<file path="src/rtl/reg_file_loader_if.sv">
// reg_file_loader_if
//   Handshake bundle between a 16-bit word producer, the loader and the
//   two-entry register file write port.
//   master : environment side (drives words and write-ready)
//   slave  : loader side (drives in_ready and the write pulse/data)
//   Signals:
//     in_valid/in_ready/in_data/in_last : upstream word stream
//     w_ready_in                        : register file can take a write
//     w_en_out/w_data_out               : single-cycle write pulse + 32-bit data
interface reg_file_loader_if;
  logic        in_valid;
  logic        in_ready;
  logic [15:0] in_data;
  logic        in_last;
  logic        w_ready_in;
  logic        w_en_out;
  logic [31:0] w_data_out;

  modport master (
    output in_valid, in_data, in_last, w_ready_in,
    input  in_ready, w_en_out, w_data_out
  );

  modport slave (
    input  in_valid, in_data, in_last, w_ready_in,
    output in_ready, w_en_out, w_data_out
  );
endinterface

</file>
<file path="src/rtl/reg_file_loader.sv">
// reg_file_loader
//   Packs pairs of 16-bit words into 32-bit register-file writes (first word
//   in the low half), buffers them in a small FIFO and drains the FIFO as
//   write-enable pulses throttled by w_ready_in. A word flagged in_last that
//   arrives with no half held is flushed alone, zero-extended.
// Ports:
//   clock        : single rising-edge clock
//   reset        : synchronous, active-low
//   bus (slave)  : word stream in, write pulse/data out (see reg_file_loader_if)
//   busy_out     : a half-word is held or the FIFO holds entries
//   wr_count_out : (LOADER_WR_COUNT_EN only) wrapping count of issued writes
// Parameters:
//   FIFO_DEPTH   : packed entries buffered, power of 2, >= 2
//   PTR_W        : log2(FIFO_DEPTH)
// Optional feature macro: LOADER_WR_COUNT_EN
module reg_file_loader #(
  parameter int FIFO_DEPTH = 2,
  parameter int PTR_W      = 1
) (
  input  logic               clock,
  input  logic               reset,
  reg_file_loader_if.slave   bus,
  output logic               busy_out
`ifdef LOADER_WR_COUNT_EN
  ,
  output logic [15:0]        wr_count_out
`endif
);

  typedef enum logic {S_LO = 1'b0, S_HI = 1'b1} state_t;

  localparam logic [PTR_W:0]   DEPTH_C = (PTR_W+1)'(FIFO_DEPTH);
  localparam logic [PTR_W:0]   CNT_ONE = (PTR_W+1)'(1);
  localparam logic [PTR_W-1:0] PTR_ONE = (PTR_W)'(1);

  state_t            r_state;
  state_t            w_state_nxt;
  logic [15:0]       r_lo;
  logic [31:0]       r_mem [FIFO_DEPTH];
  logic [PTR_W-1:0]  r_wr_ptr;
  logic [PTR_W-1:0]  r_rd_ptr;
  logic [PTR_W:0]    r_count;

  logic              w_accept;
  logic              w_push;
  logic              w_pop;
  logic              w_lo_load;
  logic [31:0]       w_push_data;
  logic              w_not_empty;

  // in_ready looks only at registered occupancy, so a full FIFO stalls the
  // stream even when the incoming word would only be parked in r_lo.
  assign bus.in_ready = (r_count < DEPTH_C);
  assign w_accept     = bus.in_valid && bus.in_ready;
  assign w_not_empty  = (r_count != '0);
  assign w_pop        = w_not_empty && bus.w_ready_in;

  assign bus.w_en_out   = w_pop;
  assign bus.w_data_out = w_not_empty ? r_mem[r_rd_ptr] : 32'h0;
  assign busy_out       = (r_state == S_HI) || w_not_empty;

  // ---- pack FSM: state register ----
  always_ff @(posedge clock) begin
    if (!reset) r_state <= S_LO;
    else        r_state <= w_state_nxt;
  end

  // ---- pack FSM: next state ----
  always_comb begin
    w_state_nxt = r_state;
    case (r_state)
      S_LO: if (w_accept && !bus.in_last) w_state_nxt = S_HI;
      S_HI: if (w_accept)                 w_state_nxt = S_LO;
      default:                            w_state_nxt = S_LO;
    endcase
  end

  // ---- pack FSM: outputs ----
  // in_last only matters with no half held; in S_HI the pair is already
  // complete so it is ignored.
  always_comb begin
    w_push      = 1'b0;
    w_push_data = 32'h0;
    w_lo_load   = 1'b0;
    case (r_state)
      S_LO: begin
        if (w_accept) begin
          if (bus.in_last) begin
            w_push      = 1'b1;
            w_push_data = {16'h0000, bus.in_data};
          end else begin
            w_lo_load = 1'b1;
          end
        end
      end
      S_HI: begin
        if (w_accept) begin
          w_push      = 1'b1;
          w_push_data = {bus.in_data, r_lo};
        end
      end
      default: ;
    endcase
  end

  // ---- low-half holding register ----
  always_ff @(posedge clock) begin
    if (!reset)         r_lo <= 16'h0;
    else if (w_lo_load) r_lo <= bus.in_data;
  end

  // ---- FIFO storage: contents need no reset, w_data_out is gated by count ----
  always_ff @(posedge clock) begin
    if (reset && w_push) r_mem[r_wr_ptr] <= w_push_data;
  end

  // ---- FIFO pointers and occupancy ----
  // Pointers are exactly PTR_W bits so the modulo-depth wrap is free.
  always_ff @(posedge clock) begin
    if (!reset) begin
      r_wr_ptr <= '0;
      r_rd_ptr <= '0;
      r_count  <= '0;
    end else begin
      if (w_push) r_wr_ptr <= r_wr_ptr + PTR_ONE;
      if (w_pop)  r_rd_ptr <= r_rd_ptr + PTR_ONE;
      case ({w_push, w_pop})
        2'b10:   r_count <= r_count + CNT_ONE;
        2'b01:   r_count <= r_count - CNT_ONE;
        default: r_count <= r_count;
      endcase
    end
  end

`ifdef LOADER_WR_COUNT_EN
  logic [15:0] r_wr_count;

  // Wraps naturally from 16'hFFFF to 0.
  always_ff @(posedge clock) begin
    if (!reset)     r_wr_count <= 16'h0;
    else if (w_pop) r_wr_count <= r_wr_count + 16'd1;
  end

  assign wr_count_out = r_wr_count;
`endif

endmodule

</file>
<file path="src/flat_wrapper.sv">
// flat-port wrapper written by rule: the top's interface ports become plain ports
module reg_file_loader_flat 
#(
  parameter int FIFO_DEPTH = 2,
  parameter int PTR_W      = 1
)
  (clock, reset, busy_out, bus_in_valid, bus_in_data, bus_in_last, bus_w_ready_in, bus_in_ready, bus_w_en_out, bus_w_data_out);
  reg_file_loader_if bus_i ();
  input  logic clock;
  input  logic reset;
  output logic busy_out;
  input wire logic [$bits(bus_i.in_valid)-1:0] bus_in_valid;
  input wire logic [$bits(bus_i.in_data)-1:0] bus_in_data;
  input wire logic [$bits(bus_i.in_last)-1:0] bus_in_last;
  input wire logic [$bits(bus_i.w_ready_in)-1:0] bus_w_ready_in;
  output wire logic [$bits(bus_i.in_ready)-1:0] bus_in_ready;
  output wire logic [$bits(bus_i.w_en_out)-1:0] bus_w_en_out;
  output wire logic [$bits(bus_i.w_data_out)-1:0] bus_w_data_out;
  assign bus_i.in_valid = bus_in_valid;
  assign bus_i.in_data = bus_in_data;
  assign bus_i.in_last = bus_in_last;
  assign bus_i.w_ready_in = bus_w_ready_in;
  assign bus_in_ready = bus_i.in_ready;
  assign bus_w_en_out = bus_i.w_en_out;
  assign bus_w_data_out = bus_i.w_data_out;
  reg_file_loader #(.FIFO_DEPTH(FIFO_DEPTH), .PTR_W(PTR_W)) u_core (.clock(clock), .reset(reset), .bus(bus_i), .busy_out(busy_out));
endmodule
</file>
<file path="config.mk">
export PLATFORM = sky130hd
export DESIGN_NAME = reg_file_loader_flat
export DESIGN_NICKNAME = d
export VERILOG_FILES = /design/src/rtl/reg_file_loader_if.sv /design/src/rtl/reg_file_loader.sv /design/src/flat_wrapper.sv
export SDC_FILE = /design/constraint.sdc
export NUM_CORES = 1
export LEC_CHECK = 0
export BUFFER_PORTS_ARGS = -buffer_cell sky130_fd_sc_hd__buf_2
export CAP_MARGIN = 40
export CORE_ASPECT_RATIO = 1.5
export CORE_MARGIN = 2
export CORE_UTILIZATION = 50
export CTS_BUF_LIST = sky130_fd_sc_hd__clkbuf_4 sky130_fd_sc_hd__clkbuf_8 sky130_fd_sc_hd__clkbuf_16
export CTS_CLUSTER_SIZE = 12
export DETAILED_ROUTE_END_ITERATION = 10
export PLACE_DENSITY = 0.73
export REMOVE_ABC_BUFFERS = 1
export SLEW_MARGIN = 20
export SYNTH_ARGS = -nofsm -noshare
export SYNTH_HDL_FRONTEND = slang
export SYNTH_SLANG_ARGS = --single-unit
</file>
<file path="constraint.sdc">
create_clock -name clock -period 3.29 [get_ports clock]
set_input_delay 0.1645 -clock clock [delete_from_list [all_inputs] [get_ports clock]]
set_output_delay 0.1645 -clock clock [all_outputs]
set_load 0.02 [all_outputs]
</file>
Word level (Yosys, flattened, before mapping)
Memories as Yosys holds them, arrays and structs flattened. A register that Yosys moved wholly into a read port is not among the register bits.
Cells that the tools add are included.
- register bits after elaboration: 21
- bits in writable memories: 64
- input bits: 21
- output and inout port bits: 35
- word-level logic and storage cells: 42
- memories: 1
- memory list (memory ; words ; width ; read ports ; clocked after memory_dff ; wr ports ; RTL line ; source):
    u_core.r_mem ; 2 ; 32 ; 1 ; 1 ; 1 ; reg_file_loader.sv:39 ; logic [31:0] r_mem [FIFO_DEPTH];
- $add $sub $neg: 4
- magnitude comparators: 1
- equal/unequal tests: 2
- multiplexer cells: 20
- bitwise operators: 1
- reductions and logical operators: 8
- operators with widths (kind ; count):
    $mux 32 ; 3
    $pmux 32 s2 ; 1
    $mux 16 ; 1
    $mux 1 ; 12
    $logic_and 1x1->1 ; 4
    $pmux 1 s2 ; 2
    $pmux 2 s2 ; 1
    $reduce_bool 2->1 ; 2
    $add 1x1->1 const B ; 2
    $add 2x1->2 const B ; 1
    $eq 2x1->1 const B ; 1
    $eq 2x2->1 const B ; 1
    $lt 2x2->1 const B ; 1
    $sub 2x1->2 const B ; 1
    $logic_not 1->1 ; 1
    $logic_or 1x1->1 ; 1
    $not 1->1 ; 1

Logic depth before layout (Yosys ltp)
Gate-level depths: netlist of run 1.
- depth after elaboration: 7
- depth in mapped cells: 6
- gate-level depth less buffers: 6

Worst setup path after synthesis of run 1
OpenSTA, ideal clock, no wires.
- path kind: register to register
- start: reg u_core.r_count[1]
- end: mem u_core.r_mem[0][0], enable pin
- setup time: 0.461 ns
- arrival time: 2.981 ns
- data required time: 2.829 ns
- slack: -0.152 ns
- cell stages (with the launch flop): 4
- buffers on the path: 0
- clock period less this slack: 3.442 ns
- cell sequence: dfxtp_1 nor2b_2 o21ai_0 nor3_1
- cells in the longest elaborated chain, start to end: 7
- elaborated cells between the ends (all ways): 8
- those cells by class: order compare: 1; mux: 5; reduce/logical: 2
- ends and longest elaborated chain (what ; RTL line ; source):
    start, declared ; reg_file_loader.sv:42 ; logic [PTR_W:0] r_count;
    start signal, assigned ; reg_file_loader.sv:128 ; 2'b10: r_count <= r_count + CNT_ONE;
    start signal, assigned ; reg_file_loader.sv:129 ; 2'b01: r_count <= r_count - CNT_ONE;
    start signal, assigned ; reg_file_loader.sv:130 ; default: r_count <= r_count;
    $lt 2x2->1 (*) ; reg_file_loader.sv:53 ; assign bus.in_ready = (r_count < DEPTH_C);
    $logic_and 1x1->1 (*) ; reg_file_loader.sv:54 ; assign w_accept = bus.in_valid && bus.in_ready;
    $mux 1, on equally long branches ; reg_file_loader.sv:97, reg_file_loader.sv:87 ;
    $pmux 1 s2 (*) ; reg_file_loader.sv:85 ; case (r_state)
    $logic_and 1x1->1 (*) ; reg_file_loader.sv:114 ; if (reset && w_push) r_mem[r_wr_ptr] <= w_push_data;
    $mux 1 (*) ; reg_file_loader.sv:114 ;
    $mux 1 (implied by the code) (*) ; reg_file_loader.sv:114 ;
    end, declared ; reg_file_loader.sv:39 ;
Mark *: on every way between the ends. The rest lies on a longest branch, timed or not.

Final worst setup path of run 1
- start: reg u_core.r_state
- end: mem u_core.r_mem[1][3] (data pin)
- cells in the longest elaborated chain, start to end: 2
- ends and longest elaborated chain (what ; RTL line ; source):
    start, declared ; reg_file_loader.sv:36 ; state_t r_state;
    start signal, assigned ; reg_file_loader.sv:65 ; else r_state <= w_state_nxt;
    $not 1->1 ; reg_file_loader.sv:85 ;
    $pmux 32 s2 (*) ; reg_file_loader.sv:85 ;
    net u_core.w_push_data[3] ; reg_file_loader.sv:48 ; logic [31:0] w_push_data;
The timed path passes the listed nets; every way through them passes the cells marked *.

==> results.py, run 1 <==
metrics = {
    "clock_network": {
        "numCtsBuffers": 9,
        "cts_buffer_depth": 2,
        "clkTransAtPathRegs_ps": 80,
        "cts-resized-gates": 0,
        "cts_hold_repair.buffers": 0,
        "worst_skew_pair.late_latency_ps": 350,
        "tritoncts": "done",
        "cts.sink_count": 86,
        "h-tree-depth": 3,
        "cts_root_buf": "clkbuf_8",
        "cts_setup_buffers": 0,
    },
    "min_path": {
        "min_path_cells": 3,
        "hold_path_class": "input port to flip-flop",
    },
    "critical_path": {
        "critical_path_depth": 3,
        "worstSetupEndpointType": "flip-flop",
        "cp_data_required_time_ps": 3500,
        "crit_path_max_incr_delay_ps": 830,
        "timing.reg2reg.worst_path_depth": 3,
        "timing.critical_path.fanout_max": 21,
        "worstPathArrival_ps": 2400,
        "cp-start-kind": "flip-flop",
        "path_cells": "inv_1, nor2_2, a22o_1",
        "crit_slowest_cell": "dfxtp_1",
        "path_buf_inv": 1,
        "cp_top_family": "flip-flops",
        "timing_worst_setup_path_type": "flip-flop to flip-flop",
    },
    "power_and_ir_drop": {
        "leakagePower_nw": 1.60,
        "power.ir.vdd_worst_mv": 0.525,
        "areal_power_density_over_the_cells_nw_per_um2": 721,
    },
    "route": {
        "post-route-drc-count": 0,
        "vias": 2302,
        "routed_via_density": 5.52,
        "finalWirelength_um": 6550,
        "drt_first_pass_iters": 5,
        "ant_nets": 0,
        "drt_iter0_drc": 148,
        "post_drt_wl_per_cell_um": 15.7,
    },
    "synth": {
        "syn-cell-area_um2": 3560,
        "yosysWarningCount": 0,
        "synth.area.top_cells": "edfxtp_1 (54%), dfxtp_1 (12%), mux2i_1 (9.0%), nor2_1 (4.0%), a22o_1 (3.9%)",
        "netlist.top_cell.by_area": "edfxtp_1",
        "ys_seq_elements": 86,
        "seq_area_frac_synth_pct": 66.4,
        "post_synth.cell_area_avg_um2": 12.6,
        "netlist_instances": 282,
        "post_synth_num_cell_types": 25,
        "yosys.area.top_type_share_pct": 54.0,
    },
    "floorplanning": {
        "die_area_um2": 7820,
        "io_pins": 56,
        "core_area_um2": 6900,
        "start_util_pct": 51.6,
        "die-height_um": 107,
        "core.rowCount": 37,
        "die_width_um": 72.9,
    },
    "global_route": {
        "grt_pass1_wl_um": 10100,
        "grt_use_total_pct": 17.7,
        "grt_pass1_vias": 2288,
        "antenna_found_initial": 0,
        "gr-total-overflow": 0,
        "grt_start_max_net_pins": 34,
    },
    "place": {
        "gp_weighted_congestion": 0.745,
        "place.detailed.hpwl_um": 3990,
        "dpl_cell_area_um2": 3910,
        "port_buffer_count": 55,
    },
    "sta": {
        "setup_violations": 0,
        "rsz_0062_raised_after_global_routing": "no",
        "layout_worst_path_cycle_share_pct": 66.5,
        "report.final.slew_viol_count": 0,
        "fin_worst_skew_ps": 5.59,
        "fin_hold_ws_ps": 60.5,
        "hold_violations": 0,
        "achievable-frequency_mhz": 457,
        "max_slew_margin_pct": 42.6,
        "post-route-min-period_ps": 2190,
        "worst_margin_pin_slew_ps": 860,
    },
    "finish": {
        "final_nets": 356,
        "final_cell_mix": "edfxtp_1 (64), buf_2 (55), nor2_1 (37)",
        "finalCoreUtilization_pct": 59.6,
        "final_common_cell": "edfxtp_1",
        "post_route_cells_drive_above_1_share_pct": 25.1,
        "syn_to_final_growth_pct": 15.5,
        "final_design_area_no_fill_um2": 4110,
        "insertedDiodeCount": 0,
    },
    "job": {
        "maxCapViolations": 0,
    },
    "status": {
        "status": "finished clean",
    },
}
worst reg2reg max path, delay by kind of cell (launching register included):
family                 cells  cell delay (ps)
AO/OA/AOI/OAI              1              300
buffers and inverters      1              200
AND/OR/NAND/NOR            1              720
flip-flops                 1              830
stage by stage:
stage | total power, mW | TNS [ps] | setup slack (ps) | std cells
final | 2.97 | 0 | 1100 | 417
after global placement | 2.24 | 0 | 1290 | 400
after global routing | 3.11 | 0 | 1070 | 417
after detailed placement | 2.28 | 0 | 1210 | 401
after CTS | 2.99 | 0 | 1190 | 417
after floorplan | 1.95 | -19650 | -307 | 262
layout make-up:
| type | count | area, µm² |
|---|---|---|
| Tap cell | 78 | 97.6 |
| Fill cell | 541 | 2790 |
| Timing Repair Buffer | 61 | 340 |
| Clock inverter | 4 | 47.5 |
| Multi-Input combinational cell | 171 | 1090 |
| Sequential cell | 86 | 2360 |
| Clock buffer | 12 | 153 |
| Inverter | 5 | 18.8 |
Yosys cell counts, drive strengths merged:
| cell type | number |
|---|---|
| a21oi | 3 |
| a22o | 16 |
| and3 | 17 |
| buf | 9 |
| clkbuf | 11 |
| dfxtp | 22 |
| edfxtp | 64 |
| ha | 1 |
| inv | 5 |
| mux2i | 32 |
| nand2 | 17 |
| nand2b | 1 |
| nand3 | 16 |
| nor2 | 39 |
| nor2b | 1 |
| nor3 | 2 |
| nor4b | 1 |
| o21ai | 20 |
| or3 | 2 |
| xnor2 | 1 |
| xor2 | 2 |
cells by family (layout without fill, tap and decap cells):
logic type	after synthesis	in the layout	share of synthesized area [%]
mux	32	32	9.00
flops	86	86	66.4
fa+ha+maj	1	1	0.351
buf+inv	25	82	3.30
xor+xnor	3	3	0.738
simple gates	96	96	13.1
compound gates	39	39	7.17
worst paths after layout:
kind / from / to / slack, ps
setup reg to reg: u_core.r_state$_SDFF_PN0_ / u_core.r_mem[1][3]$_DFFE_PP_ / 1100
setup / recovery: u_core.r_state$_SDFF_PN0_ / u_core.r_mem[1][3]$_DFFE_PP_ / 1100
hold / removal: bus_in_data[1] / u_core.r_lo[1]$_SDFFE_PN0P_ / 60
hold reg to reg: u_core.r_lo[5]$_SDFFE_PN0P_ / u_core.r_lo[5]$_SDFFE_PN0P_ / 450
layer usage:
layer	vias up	wire, µm	GRT usage [%]
li1	1121	-	-
met1	1094	2470	18.2
met2	74	3540	30.1
met3	13	386	4.21
met4	0	148	13.4
met5	-	0	0
sequential cells by signal (all words and copies together), names as in the netlist, named ones only:
register and flops:
u_core.r_wr_ptr 1, u_core.r_count 2, u_core.r_mem 64, u_core.r_rd_ptr 1, u_core.r_state 1, u_core.r_lo 16
power by group:
part	internal, mW	total, mW	switching [mW]
registers	1.25	1.34	0.0925
logic	0.336	0.900	0.563
clock network	0.386	0.724	0.338
No activity file was read; power rests on OpenSTA's default activity.
==> run 2: changes to the inputs <==
Clock period 3.29 ns to 1.75 ns, I/O delays scaled along.
==> results.py, run 2 (same netlist as run 1, synthesis figures left out) <==
metrics = {
    "status": {
        "status": "finished clean",
    },
    "floorplanning": {
        "start_util_pct": 51.6,
        "io_pins": 56,
        "die_area_um2": 7820,
        "die-height_um": 107,
        "die_width_um": 72.9,
        "core_area_um2": 6900,
        "core.rowCount": 37,
    },
    "critical_path": {
        "cp-start-kind": "flip-flop",
        "cp_data_required_time_ps": 1960,
        "timing_worst_setup_path_type": "flip-flop to flip-flop",
        "timing.critical_path.fanout_max": 16,
        "worstPathArrival_ps": 1860,
        "worstSetupEndpointType": "flip-flop",
    },
    "power_and_ir_drop": {
        "power.ir.vdd_worst_mv": 1.05,
        "netSwitchingPower_mw": 1.94,
        "areal_power_density_over_the_cells_nw_per_um2": 1300,
        "clockPowerShare_pct": 23.1,
        "power.internal_mw": 3.70,
        "pwr-share-seq_pct": 43.0,
        "power.share.combinational_pct": 33.9,
        "power_switching_share_pct": 34.4,
        "leakagePower_nw": 1.71,
    },
    "finish": {
        "filler_instances": 549,
        "max_ffs_per_register": 64,
        "final_design_area_no_fill_um2": 4340,
        "reg_top3": "u_core.r_mem x64, u_core.r_lo x16, u_core.r_count x2",
        "syn_to_final_growth_pct": 21.9,
        "final_nets": 381,
        "final_common_cell": "edfxtp_1",
        "finalCoreUtilization_pct": 62.9,
        "post_route_cells_drive_above_1_share_pct": 25.8,
        "final_cell_mix": "edfxtp_1 (64), buf_2 (55), nor2_1 (37)",
        "insertedDiodeCount": 0,
        "most_flop_heavy_register": "u_core.r_mem",
    },
    "sta": {
        "fin_hold_ws_ps": 112,
        "layout_worst_path_cycle_share_pct": 94.2,
        "hold_violations": 0,
        "fin_worst_skew_ps": 11.7,
        "report.final.slew_viol_count": 0,
        "post-route-min-period_ps": 1650,
        "achievable-frequency_mhz": 606,
        "worst_margin_pin_slew_ps": 827,
        "max_slew_margin_pct": 44.8,
        "setup_violations": 0,
        "rsz_0062_raised_after_global_routing": "no",
    },
    "global_route": {
        "antenna_found_initial": 0,
        "grt_pass1_wl_um": 10900,
        "grt_pass1_vias": 2321,
        "gr-total-overflow": 0,
        "grt_use_total_pct": 18.8,
        "grt_start_max_net_pins": 34,
    },
    "place": {
        "port_buffer_count": 55,
        "gp_weighted_congestion": 0.785,
        "place.detailed.hpwl_um": 4290,
        "dpl_cell_area_um2": 3990,
    },
    "clock_network": {
        "clkTransAtPathRegs_ps": 90,
        "worst_skew_pair.late_latency_ps": 360,
        "tritoncts": "done",
        "cts_root_buf": "clkbuf_8",
        "cts.sink_count": 86,
        "cts_setup_buffers": 0,
        "cts_buffer_depth": 2,
        "h-tree-depth": 3,
        "numCtsBuffers": 9,
    },
    "route": {
        "ant_nets": 0,
        "drt_iter0_drc": 213,
        "post-route-drc-count": 0,
        "vias": 2365,
        "post_drt_wl_per_cell_um": 15.6,
        "finalWirelength_um": 6890,
        "routed_via_density": 5.35,
        "drt_first_pass_iters": 4,
    },
    "min_path": {
        "hold_path_class": "input port to flip-flop",
    },
    "job": {
        "maxCapViolations": 0,
    },
}
## run 2: cell types whose count changed in the layout (fill, tap and decap cells not counted)
cell and change:
bufinv_16 -1, clkbuf_16 +1, o21ai_0 -1, clkinv_4 +1, buf_16 -1, buf_4 +8, buf_12 +2, clkinv_2 +1
dlygate4sd3_1 +16, o21ai_1 +1, clkbuf_4 -2
## run 2: final timing paths
check / to / start / depth (start not counted) / slack [ps]
setup / recovery: u_core.r_mem[1][1]$_DFFE_PP_ / u_core.r_count[1]$_SDFFE_PN0P_ / 3 / 100
hold / removal: u_core.r_count[0]$_SDFFE_PN0P_ / reset / 3 / 110
setup reg to reg: u_core.r_mem[1][1]$_DFFE_PP_ / u_core.r_count[1]$_SDFFE_PN0P_ / 3 / 100
hold reg to reg: u_core.r_lo[14]$_SDFFE_PN0P_ / u_core.r_lo[14]$_SDFFE_PN0P_ / 2 / 450
## run 2: cell type report
class	instances	area (µm²)	share of cell area [%]
sequential	86	2360	54.5
multi-input combinational	171	1090	25.2
timing repair buffer	86	573	13.2
clock buffer	11	163	3.75
tap	78	97.6	2.25
clock inverter	5	31.3	0.721
inverter	5	18.8	0.433
## run 2: routing by layer
metal,vias to the layer above,track usage [%],routed length (µm)
met5,-,0,0
met4,0,8.99,106
met3,5,5.43,355
met2,64,32.3,3610
met1,1115,21.1,2810
li1,1181,-,-
## run 2: power groups by stage
| stage | combinational (mW) | sequential (mW) | clock, mW |
|---|---|---|---|
| finish | 1.91 | 2.42 | 1.31 |
| CTS | 1.94 | 2.42 | 1.33 |
| global route | 2.08 | 2.44 | 1.41 |
| detailed placement | 1.90 | 2.47 | 0 |
| floorplan | 1.10 | 2.56 | 0 |
| global placement | 1.88 | 2.46 | 0 |
## run 2: worst max-delay path, cell delays in order (launching register included)
cell	delay [ps]
dfxtp_1	350
nand2b_1	200
nor2_2	640
a22o_1	300
## run 2: what timing repair did
item                                    4_1_cts  5_1_grt
hold buffers                                 16        0
endpoints found under the setup margin        0        1
resized for setup                             0        1
hold endpoints to repair                     16        0
## run 2: stage by stage
step                      instances  setup slack, ps  total power, mW  TNS, ps
final                           442              101             5.64        0
after global routing            442             2.28             5.92        0
after CTS                       442             44.5             5.69        0
after detailed placement        410             71.0             4.37        0
after global placement          410              126             4.34        0
after floorplan                 262            -1850             3.66  -121830
